## src/rtl/pln_datapath_if.sv

```systemverilog
// pln_datapath_if
//   Bundles the instruction/write-back inputs and all decoded/datapath
//   outputs of pln_datapath.
//   master : drives instr and the write-back port, observes the results.
//   slave  : the datapath itself.
//   Signals: instr[15:0], wb_en, wb_addr[2:0], wb_data[15:0] (to datapath);
//            alu_ctrl[3:0], reg_dst/reg_rs1/reg_rs2[2:0], imm_se[15:0],
//            reg_write, alu_src_imm, mem_write, reg_write_back_sel,
//            comparator_ctrl[2:0], instr_class[1:0], reg_a/reg_b[15:0],
//            alu_result[15:0] (from datapath).
interface pln_datapath_if;
   logic [15:0] instr;
   logic        wb_en;
   logic [2:0]  wb_addr;
   logic [15:0] wb_data;
   logic [3:0]  alu_ctrl;
   logic [2:0]  reg_dst;
   logic [2:0]  reg_rs1;
   logic [2:0]  reg_rs2;
   logic [15:0] imm_se;
   logic        reg_write;
   logic        alu_src_imm;
   logic        mem_write;
   logic        reg_write_back_sel;
   logic [2:0]  comparator_ctrl;
   logic [1:0]  instr_class;
   logic [15:0] reg_a;
   logic [15:0] reg_b;
   logic [15:0] alu_result;

   modport master (
      output instr, wb_en, wb_addr, wb_data,
      input  alu_ctrl, reg_dst, reg_rs1, reg_rs2, imm_se, reg_write,
             alu_src_imm, mem_write, reg_write_back_sel, comparator_ctrl,
             instr_class, reg_a, reg_b, alu_result
   );

   modport slave (
      input  instr, wb_en, wb_addr, wb_data,
      output alu_ctrl, reg_dst, reg_rs1, reg_rs2, imm_se, reg_write,
             alu_src_imm, mem_write, reg_write_back_sel, comparator_ctrl,
             instr_class, reg_a, reg_b, alu_result
   );
endinterface

```

## src/rtl/pln_datapath.sv

```systemverilog
// pln_datapath
//   Single-cycle decode / register-read / ALU slice of a small 16-bit core.
//   The instruction decoder, both register read ports, the B-operand mux and
//   the ALU are combinational; the only state is an 8x16 register file whose
//   entry 0 is hardwired to zero.
//   Ports:
//     clk : clock, register-file writes on the rising edge
//     rst : asynchronous active-high reset, clears the register file
//     bus : pln_datapath_if.slave (instruction, write-back port, decoded
//           control fields, register read data, ALU result)
module pln_datapath (
   input  logic                 clk,
   input  logic                 rst,
   pln_datapath_if.slave        bus
);

   localparam logic [3:0] ALU_ADD  = 4'd0;
   localparam logic [3:0] ALU_SUB  = 4'd1;
   localparam logic [3:0] ALU_AND  = 4'd2;
   localparam logic [3:0] ALU_OR   = 4'd3;
   localparam logic [3:0] ALU_XOR  = 4'd4;
   localparam logic [3:0] ALU_SLL  = 4'd5;
   localparam logic [3:0] ALU_SRL  = 4'd6;
   localparam logic [3:0] ALU_SRA  = 4'd7;
   localparam logic [3:0] ALU_SLT  = 4'd8;
   localparam logic [3:0] ALU_SLTU = 4'd9;
   localparam logic [3:0] ALU_PASS = 4'd10;

   logic [15:0] regs [8];
   logic [15:0] operand_b;

   // ALU: add/sub wrap modulo 2^16, shifts use only B[3:0], codes 11..15 give 0.
   function automatic logic [15:0] alu_op(input logic [3:0]  op,
                                          input logic [15:0] a,
                                          input logic [15:0] b);
      logic signed [15:0] a_s;
      logic signed [15:0] b_s;
      logic        [15:0] r;
      a_s = a;
      b_s = b;
      case (op)
         ALU_ADD:  r = a + b;
         ALU_SUB:  r = a - b;
         ALU_AND:  r = a & b;
         ALU_OR:   r = a | b;
         ALU_XOR:  r = a ^ b;
         ALU_SLL:  r = a << b[3:0];
         ALU_SRL:  r = a >> b[3:0];
         ALU_SRA:  r = a_s >>> b[3:0];
         ALU_SLT:  r = {15'd0, (a_s < b_s)};
         ALU_SLTU: r = {15'd0, (a < b)};
         ALU_PASS: r = b;
         default:  r = 16'd0;
      endcase
      return r;
   endfunction

   // Instruction decoder
   always_comb begin
      bus.alu_ctrl           = ALU_ADD;
      bus.reg_dst            = 3'd0;
      bus.reg_rs1            = 3'd0;
      bus.reg_rs2            = 3'd0;
      bus.imm_se             = 16'd0;
      bus.reg_write          = 1'b0;
      bus.alu_src_imm        = 1'b0;
      bus.mem_write          = 1'b0;
      bus.reg_write_back_sel = 1'b0;
      bus.comparator_ctrl    = 3'd0;
      bus.instr_class        = bus.instr[15:14];
      case (bus.instr[15:14])
         2'b00: begin
            bus.alu_ctrl  = bus.instr[13:10];
            bus.reg_dst   = bus.instr[9:7];
            bus.reg_rs1   = bus.instr[6:4];
            bus.reg_rs2   = bus.instr[3:1];
            bus.reg_write = 1'b1;
         end
         2'b01: begin
            bus.reg_rs1     = bus.instr[8:6];
            bus.imm_se      = {{10{bus.instr[5]}}, bus.instr[5:0]};
            bus.alu_src_imm = 1'b1;
            case (bus.instr[13:12])
               2'b00: begin
                  bus.reg_dst   = bus.instr[11:9];
                  bus.reg_write = 1'b1;
               end
               2'b01: begin
                  bus.reg_dst            = bus.instr[11:9];
                  bus.reg_write          = 1'b1;
                  bus.reg_write_back_sel = 1'b1;
               end
               2'b10: begin
                  // STORE reuses the destination field as the data source.
                  bus.reg_rs2   = bus.instr[11:9];
                  bus.mem_write = 1'b1;
               end
               default: ;
            endcase
         end
         2'b10: begin
            bus.comparator_ctrl = bus.instr[13:11];
            bus.reg_rs1         = bus.instr[8:6];
            bus.reg_rs2         = bus.instr[5:3];
            bus.alu_ctrl        = ALU_SUB;
         end
         default: begin
            bus.comparator_ctrl = 3'b111;
            bus.imm_se          = {{4{bus.instr[11]}}, bus.instr[11:0]};
            bus.alu_src_imm     = 1'b1;
         end
      endcase
   end

   // Register read ports (r0 forced to zero), B-mux and ALU
   always_comb begin
      bus.reg_a      = (bus.reg_rs1 == 3'd0) ? 16'd0 : regs[bus.reg_rs1];
      bus.reg_b      = (bus.reg_rs2 == 3'd0) ? 16'd0 : regs[bus.reg_rs2];
      operand_b      = bus.alu_src_imm ? bus.imm_se : bus.reg_b;
      bus.alu_result = alu_op(bus.alu_ctrl, bus.reg_a, operand_b);
   end

   // Register file: reset wins over a coincident write; no write-to-read bypass.
   always_ff @(posedge clk or posedge rst) begin
      if (rst) begin
         for (int i = 0; i < 8; i++) regs[i] <= 16'd0;
      end else if (bus.wb_en && (bus.wb_addr != 3'd0)) begin
         regs[bus.wb_addr] <= bus.wb_data;
      end
   end

endmodule

```

## src/flat_wrapper.sv

```systemverilog
// flat-port wrapper written by rule: the top's interface ports become plain ports
module pln_datapath_flat 
  (clk, rst, bus_instr, bus_wb_en, bus_wb_addr, bus_wb_data, bus_alu_ctrl, bus_reg_dst, bus_reg_rs1, bus_reg_rs2, bus_imm_se, bus_reg_write, bus_alu_src_imm, bus_mem_write, bus_reg_write_back_sel, bus_comparator_ctrl, bus_instr_class, bus_reg_a, bus_reg_b, bus_alu_result);
  pln_datapath_if bus_i ();
  input  logic clk;
  input  logic rst;
  input wire logic [$bits(bus_i.instr)-1:0] bus_instr;
  input wire logic [$bits(bus_i.wb_en)-1:0] bus_wb_en;
  input wire logic [$bits(bus_i.wb_addr)-1:0] bus_wb_addr;
  input wire logic [$bits(bus_i.wb_data)-1:0] bus_wb_data;
  output wire logic [$bits(bus_i.alu_ctrl)-1:0] bus_alu_ctrl;
  output wire logic [$bits(bus_i.reg_dst)-1:0] bus_reg_dst;
  output wire logic [$bits(bus_i.reg_rs1)-1:0] bus_reg_rs1;
  output wire logic [$bits(bus_i.reg_rs2)-1:0] bus_reg_rs2;
  output wire logic [$bits(bus_i.imm_se)-1:0] bus_imm_se;
  output wire logic [$bits(bus_i.reg_write)-1:0] bus_reg_write;
  output wire logic [$bits(bus_i.alu_src_imm)-1:0] bus_alu_src_imm;
  output wire logic [$bits(bus_i.mem_write)-1:0] bus_mem_write;
  output wire logic [$bits(bus_i.reg_write_back_sel)-1:0] bus_reg_write_back_sel;
  output wire logic [$bits(bus_i.comparator_ctrl)-1:0] bus_comparator_ctrl;
  output wire logic [$bits(bus_i.instr_class)-1:0] bus_instr_class;
  output wire logic [$bits(bus_i.reg_a)-1:0] bus_reg_a;
  output wire logic [$bits(bus_i.reg_b)-1:0] bus_reg_b;
  output wire logic [$bits(bus_i.alu_result)-1:0] bus_alu_result;
  assign bus_i.instr = bus_instr;
  assign bus_i.wb_en = bus_wb_en;
  assign bus_i.wb_addr = bus_wb_addr;
  assign bus_i.wb_data = bus_wb_data;
  assign bus_alu_ctrl = bus_i.alu_ctrl;
  assign bus_reg_dst = bus_i.reg_dst;
  assign bus_reg_rs1 = bus_i.reg_rs1;
  assign bus_reg_rs2 = bus_i.reg_rs2;
  assign bus_imm_se = bus_i.imm_se;
  assign bus_reg_write = bus_i.reg_write;
  assign bus_alu_src_imm = bus_i.alu_src_imm;
  assign bus_mem_write = bus_i.mem_write;
  assign bus_reg_write_back_sel = bus_i.reg_write_back_sel;
  assign bus_comparator_ctrl = bus_i.comparator_ctrl;
  assign bus_instr_class = bus_i.instr_class;
  assign bus_reg_a = bus_i.reg_a;
  assign bus_reg_b = bus_i.reg_b;
  assign bus_alu_result = bus_i.alu_result;
  pln_datapath u_core (.clk(clk), .rst(rst), .bus(bus_i));
endmodule
```

## config.mk

```make
export PLATFORM = sky130hd
export DESIGN_NAME = pln_datapath_flat
export DESIGN_NICKNAME = d
export VERILOG_FILES = /design/src/rtl/pln_datapath_if.sv /design/src/rtl/pln_datapath.sv /design/src/flat_wrapper.sv
export SDC_FILE = /design/constraint.sdc
export NUM_CORES = 1
export LEC_CHECK = 0
export BUFFER_PORTS_ARGS = -buffer_cell sky130_fd_sc_hd__buf_2
export CAP_MARGIN = 20
export CORE_AREA = 2 2 143 145
export DETAILED_ROUTE_END_ITERATION = 6
export DIE_AREA = 0 0 145 147
export PLACE_DENSITY = 0.85
export SKIP_CTS_REPAIR_TIMING = 1
export SLEW_MARGIN = 20
export SYNTH_ARGS = -nofsm -noshare
export SYNTH_HDL_FRONTEND = slang
export SYNTH_SLANG_ARGS = --single-unit
```

## constraint.sdc

```tcl
create_clock -name clk -period 4.25 [get_ports clk]
set_input_delay 0 -clock clk [delete_from_list [all_inputs] [get_ports clk]]
set_output_delay 0 -clock clk [all_outputs]
set_load 0.01 [all_outputs]
```

======== Yosys cells after proc, flatten, opt, wreduce, memory -nomap -nowiden ========
Cells that the tools add are included.
word-level totals
  flip-flop bits (word level) ............. 128
  input bits .............................. 38
  word-level logic and storage cells ...... 79
operators by class
  bitwise gates (word level) .............. 6
  reductions and logical operators ........ 12
  multiplexer cells ....................... 28
  add/sub/neg operators ................... 2
  shifts and indexed selects .............. 3
  equality and inequality tests ........... 14
  magnitude comparators ................... 6
operators by type and width
  operator                                                          number
  16-bit one-hot mux with 11 select lines                           1
  128-bit bitwise mux                                               1
  16-bit 2-to-1 mux                                                 8
  16-bit binary-select mux with 3-bit select                        2
  16-bit demux with 3-bit select                                    1
  16-bit less-than comparator                                       2
  16-bit one-hot mux with 2 select lines                            1
  3-bit one-hot mux with 2 select lines                             3
  16-bit adder                                                      1
  16-bit AND                                                        1
  4-bit by 3-bit == test with 1-bit output (second input constant)  4
  16-bit OR                                                         1
  16-bit by 4-bit left shift with 16-bit output                     1
  16-bit by 4-bit right shift with 16-bit output                    1
  16-bit by 4-bit >>> shifter with 16-bit output                    1
  16-bit subtractor                                                 1
  16-bit XOR                                                        1
  4-bit == test (second input constant)                             3
  4-bit greater-or-equal comparator (second input constant)         3
  3-bit inverter with 4-bit output                                  3
  3-bit one-hot mux with 3 select lines                             1
  4-bit by 2-bit == test with 1-bit output (second input constant)  2
  4-bit one-hot mux with 2 select lines                             1
  2-bit OR reduction                                                4
  other kinds (12)                                                  23

======== Depth between registers and ports, before layout ========
  depth in word-level cells ............... 11
  mapped depth ............................ 25
  depth with buffers taken out ............ 21

======== Worst setup path after synthesis ========
Ideal clock, no wire load.
  kind .................................... input -> output
  start ................................... in bus_instr[14]
  end ..................................... out bus_alu_result[14]
  arrival time ............................ 4,739 ps
  stages on the path ...................... 24
  path slack .............................. -489 ps
  data required time ...................... 4,250 ps
  cell sequence ........................... inv_1 -> ha_1 -> buf_4 -> a22oi_4 -> nand2_1 -> nor4_2 -> a32o_2 -> o31ai_4 -> inv_2 -> buf_6 -> buf_2 -> ha_1 -> inv_1 -> fa_1 -> a21o_1 -> a21oi_1 -> o21bai_1 -> a2111oi_0 -> o31ai_1 -> a311oi_1 -> or4_1 -> a31o_2 -> a21oi_1 -> a211o_1
on the way
  longest elaborated chain between the ends .. 10
  elaborated cells on any way between the ends .. 42
  classes of those cells .................. add/sub (2); eq/ne (12); shift (3); mux (14); bitwise (5); reduce/logical (6)
RTL lines
  element                                                                                                          line                                      text
  start, declared                                                                                                  flat_wrapper.sv:7                         input wire logic [$bits(bus_i.instr)-1:0] bus_instr;
  2-bit == test, or another cell as far along                                                                      pln_datapath.sv:71                        case (bus.instr[15:14])
  3-bit one-hot mux with 3 select lines or 2-bit OR reduction (tied branches)                                      --
  3-bit inverter with 4-bit output (implied by the code) or 3-bit one-hot mux with 2 select lines (tied branches)  pln_datapath.sv:118, pln_datapath.sv:71
  16-bit binary-select mux with 3-bit select or 3-bit inverter with 4-bit output (tied branches)                   pln_datapath.sv:118, pln_datapath.sv:117
  16-bit 2-to-1 mux (implied by the code) or 16-bit binary-select mux with 3-bit select (tied branches)            pln_datapath.sv:118, pln_datapath.sv:117
  16-bit 2-to-1 mux (on tied branches) (2 in a row)                                                                pln_datapath.sv:118, pln_datapath.sv:117
  16-bit 2-to-1 mux (on tied branches)                                                                             pln_datapath.sv:119, pln_datapath.sv:117
  16-bit subtractor, or another cell as far along                                                                  pln_datapath.sv:43                        ALU_SUB: r = a - b;
  16-bit one-hot mux with 11 select lines (*)                                                                      pln_datapath.sv:41                        case (op)
  end, declared                                                                                                    flat_wrapper.sv:24                        output wire logic [$bits(bus_i.alu_result)-1:0] bus_alu_result;
Every way passes the cells marked *; elsewhere a longest branch is shown, timed or not. The select of a mux whose other input is x is not followed.

======== Worst setup path after layout ========
  start ................................... in bus_instr[15]
  end ..................................... out bus_alu_result[11]
The elaborated chain is that of the path after synthesis.

==> Implementation_results.wiki <==
{| class="wikitable"
! Metric !! Value
|-
| Outcome || finished, violations left
|-
| Violations in the final reports || design-rule violations, negative hold slack, negative setup slack
|-
| Post-detailed-placement cell area || 12900 um^2
|-
| FF-to-FF setup slack || 3290 ps
|-
| Upper clock frequency limit || 0.225 GHz
|-
| Largest net degree at the start of global routing || 70
|-
| Origin of the critical flop-to-flop path || u_core.regs[20]$_DFFE_PP0P_
|-
| Final instance area || 13800 um^2
|-
| Insertion delay to the later sink of the worst-skew pair || 350 ps
|-
| Number of top-level pins || 124
|-
| Number of buffers added by the clock tree synthesis step || 9
|-
| Clock tree from TritonCTS || built
|-
| Cells after synthesis || 1253
|-
| Overflow left after global routing || 0
|-
| Vertical die dimension || 147 um
|-
| Post-synth top area cell || dfrtp_1
|-
| Hold Path Origin || bus_wb_data[6]
|-
| Switch Pwr || 2.38 mW
|-
| Period utilisation layout || 105%
|-
| Type of the tightest min-delay check || in2reg
|-
| Final worst clock skew || 0 ps
|-
| Number of nets produced by synthesis || 1347
|-
| Slew headroom || 31.4%
|-
| Hold Path Stages || 2
|-
| Required time worst endpoint || 4250 ps
|-
| Final routed DRC violation total || 16
|-
| Proportion of synthesized chip area in sequential cells || 26.0%
|-
| Startpoint types || input port
|-
| Max-slew violations || 0
|-
| Row Count || 52
|-
| Maximum net fanout on the critical path || 19
|-
| Via count of the first global-routing pass || 11600
|-
| Static Leak || 6.56 nW
|-
| Diodes inserted || 0
|-
| Clock period minus worst slack || 4450 ps
|-
| Registers with the highest flip-flop counts || u_core.regs x112
|-
| Avg Cell Area, Syn || 8.60 um^2
|-
| Max H-tree Level || 3
|-
| Nature of the critical path endpoint || output port
|-
| Final number of setup-violating endpoints || 5
|-
| Unrepaired setup endpoints after global routing || true
|-
| Number of enable flip-flop cells after synthesis || 0
|-
| Terminus of the critical flop-to-flop path || u_core.regs[20]$_DFFE_PP0P_
|-
| Average routed wire per standard cell || 25.8 um
|-
| Post-Syn Area || 10800 um^2
|-
| Synth warnings || 0
|-
| Clock Power Share || 15.8%
|-
| Routability congestion estimate || 1.02
|-
| Layout-stage area growth over the synthesis result || 28.2%
|-
| Fraction of layout cells with a size suffix above 1 || 38.4%
|-
| Global-route total usage across every layer || 40.0%
|-
| Library cells used by synthesis || 90
|-
| Clock slew at the register clock pins of the worst setup and hold paths || 70 ps
|-
| Number of search-and-repair iterations in the first detailed-routing pass || 7
|-
| Wirelength, routed || 46000 um
|-
| Capture endpoint of the worst hold path || u_core.regs[86]$_DFFE_PP0P_
|-
| Antenna violations before repair || 0
|-
| Max-cap violations || 0
|-
| Synth Flop Type || dfrtp_1
|-
| Initial standard-cell utilization of the core || 54.3%
|-
| First-iteration detailed-routing DRC count || 1629
|-
| Number of flip-flops in the largest register || 112
|-
| Die X || 145 um
|-
| Power Dens Cells || 399 nW/um^2
|-
| Portion of total power attributed to combinational logic || 56.2%
|-
| CTS root buf || clkbuf_16
|-
| Placeable core region || 19800 um^2
|-
| Cell internal pwr || 3.13 mW
|-
| WP data arrival || 4450 ps
|-
| FFs w/ async S/R, synth || 100%
|-
| Number of nets with antenna violations after detailed routing || 0
|-
| Slew at the pin closest to its max-slew limit || 1020 ps
|-
| Via density per instance || 6.81
|-
| Half-perimeter wire length after placement || 33100 um
|-
| Most area-consuming cells after synthesis || dfrtp_1, mux2_2, mux2i_1
|-
| Num Clock Sinks || 112
|-
| Worst reg2reg path depth || 1
|-
| Worst IR Drop VDD || 0.449 mV
|-
| NumNets Final || 1607
|-
| Die area || 21300 um^2
|-
| Smallest hold slack || -12.7 ps
|-
| Worst path setup slack after routing || -197 ps
|-
| #FFs+latches synth || 112
|-
| Port buffer count || 123
|-
| Switching power as a share of total power || 43.2%
|-
| Fraction of synthesized cell area taken by the top area cell type || 26.0%
|-
| Total via count in the routed design || 12200
|-
| Reg power frac || 28.0%
|-
| Maximum clock path buffer count || 2
|-
| Path type of the worst setup path || in2out
|-
| Register with the most flip-flops || u_core.regs
|-
| First-pass GRT wire length || 66500 um
|-
| Number of hold violations in the final report || 14
|}
-- cell usage after synthesis, drive strengths merged (4+ instances only) --
cell type and n:
o31ai 5, o22ai 24, a22oi 8, o21ai 59
nand4b 6, buf 47, nor4 7, nor3 21
a211oi 11, a211o 10, nand3 69, a31oi 11
and3 10, a22o 8, o21bai 6, mux2i 83
nand4 4, nand2b 11, nor2b 4, mux2 123
o21a 7, clkbuf 43, or2 7, inv 51
o211ai 19, a21oi 95, ha 54, xnor2 11
nand2 146, dfrtp 112, nor2 70, a311oi 4
or3 5, o2bb2ai 12, and2 12, o221ai 12
a221oi 10
-- cell families (layout without fill, tap and decap cells) --
group / count (synthesis) / count (layout) / share of synthesized area, %
compound gates: 340 / 340 / 22.2
xor+xnor: 14 / 14 / 1.14
fa+ha+maj: 56 / 56 / 6.64
buf+inv: 143 / 408 / 6.16
flops: 112 / 112 / 26.0
mux: 209 / 209 / 21.3
simple gates: 379 / 379 / 16.6
-- layout by cell type, fill, tap and decap left out, drive strengths merged, types with 8 or more instances in the layout --
master and count:
and2 12, o221ai 12, o21ai 59, ha 54, nand3 69, a211oi 11
inv 54, a22o 8, a31oi 11, clkbuf 10, mux2i 83, mux2 123
nand2b 11, a21oi 95, a22oi 8, dfrtp 112, a211o 10, o2bb2ai 12
xnor2 11, nor2 70, nand2 146, and3 10, a221oi 10, o22ai 24
buf 332, nor3 21, o211ai 19
-- power by group through the flow --
| stage | logic (mW) | registers, mW | clock network, mW |
|---|---|---|---|
| finish | 3.09 | 1.54 | 0.873 |
| global route | 3.26 | 1.55 | 0.922 |
| CTS | 2.80 | 1.51 | 0.867 |
| detailed placement | 2.77 | 1.52 | 0 |
| global placement | 2.71 | 1.50 | 0 |
| floorplan | 1.70 | 1.44 | 0 |
-- metrics by stage --
| stage | TNS [ps] | power, mW | setup slack (ps) | std cells | util [%] |
|---|---|---|---|---|---|
| after floorplan | 0 | 3.14 | 3.04 | 1253 | - |
| after global placement | -221 | 4.21 | -139 | 1748 | 65.0 |
| after detailed placement | -678 | 4.30 | -260 | 1749 | 65.1 |
| after CTS | -920 | 5.17 | -282 | 1765 | 66.6 |
| after global routing | -1510 | 5.73 | -337 | 1788 | 69.6 |
| final | -438 | 5.51 | -197 | 1788 | 69.6 |
-- routing by layer --
metal	GRT usage, %	vias to the layer above	share of wire, %
li1	-	5144	-
met1	47.8	5730	35
met2	65.2	983	45
met3	9.41	313	11
met4	25.7	0	8.7
met5	0	-	0
-- how the worst max path moves through the flow --
stage | endpoint | cells after the start | start
3_3_place_gp | bus_alu_result[14] | 24 | bus_instr[14]
2_1_floorplan | bus_alu_result[14] | 24 | bus_instr[14]
5_1_grt | bus_alu_result[11] | 25 | bus_instr[15]
3_5_place_dp | bus_alu_result[14] | 24 | bus_instr[14]
6_report | bus_alu_result[11] | 25 | bus_instr[15]
4_1_cts | bus_alu_result[14] | 24 | bus_instr[14]
-- worst max-delay path, cell delays in order --
cell	delay, ps
buf_8	110
inv_4	70
ha_4	140
buf_4	160
nand4b_1	200
nand2_4	200
buf_12	180
mux2i_1	360
o21ai_0	200
nand2_1	140
a21oi_2	90
a21oi_2	190
buf_4	150
inv_1	40
ha_1	190
a21o_1	210
a21o_1	210
a21oi_1	210
nand2_1	80
nor3_1	230
a221oi_2	70
xnor2_1	220
nor2_2	100
or4b_1	500
buf_2	150
-- area by class of cell --
| cell class | instances | area [um^2] |
|---|---|---|
| Multi-Input combinational cell | 998 | 7760 |
| Fill cell | 1507 | 6030 |
| Sequential cell | 112 | 2800 |
| Timing Repair Buffer | 339 | 2410 |
| Tap cell | 270 | 338 |
| Clock buffer | 9 | 225 |
| Inverter | 53 | 209 |
| Clock inverter | 7 | 77.6 |
No activity file was read; power rests on OpenSTA's default activity.
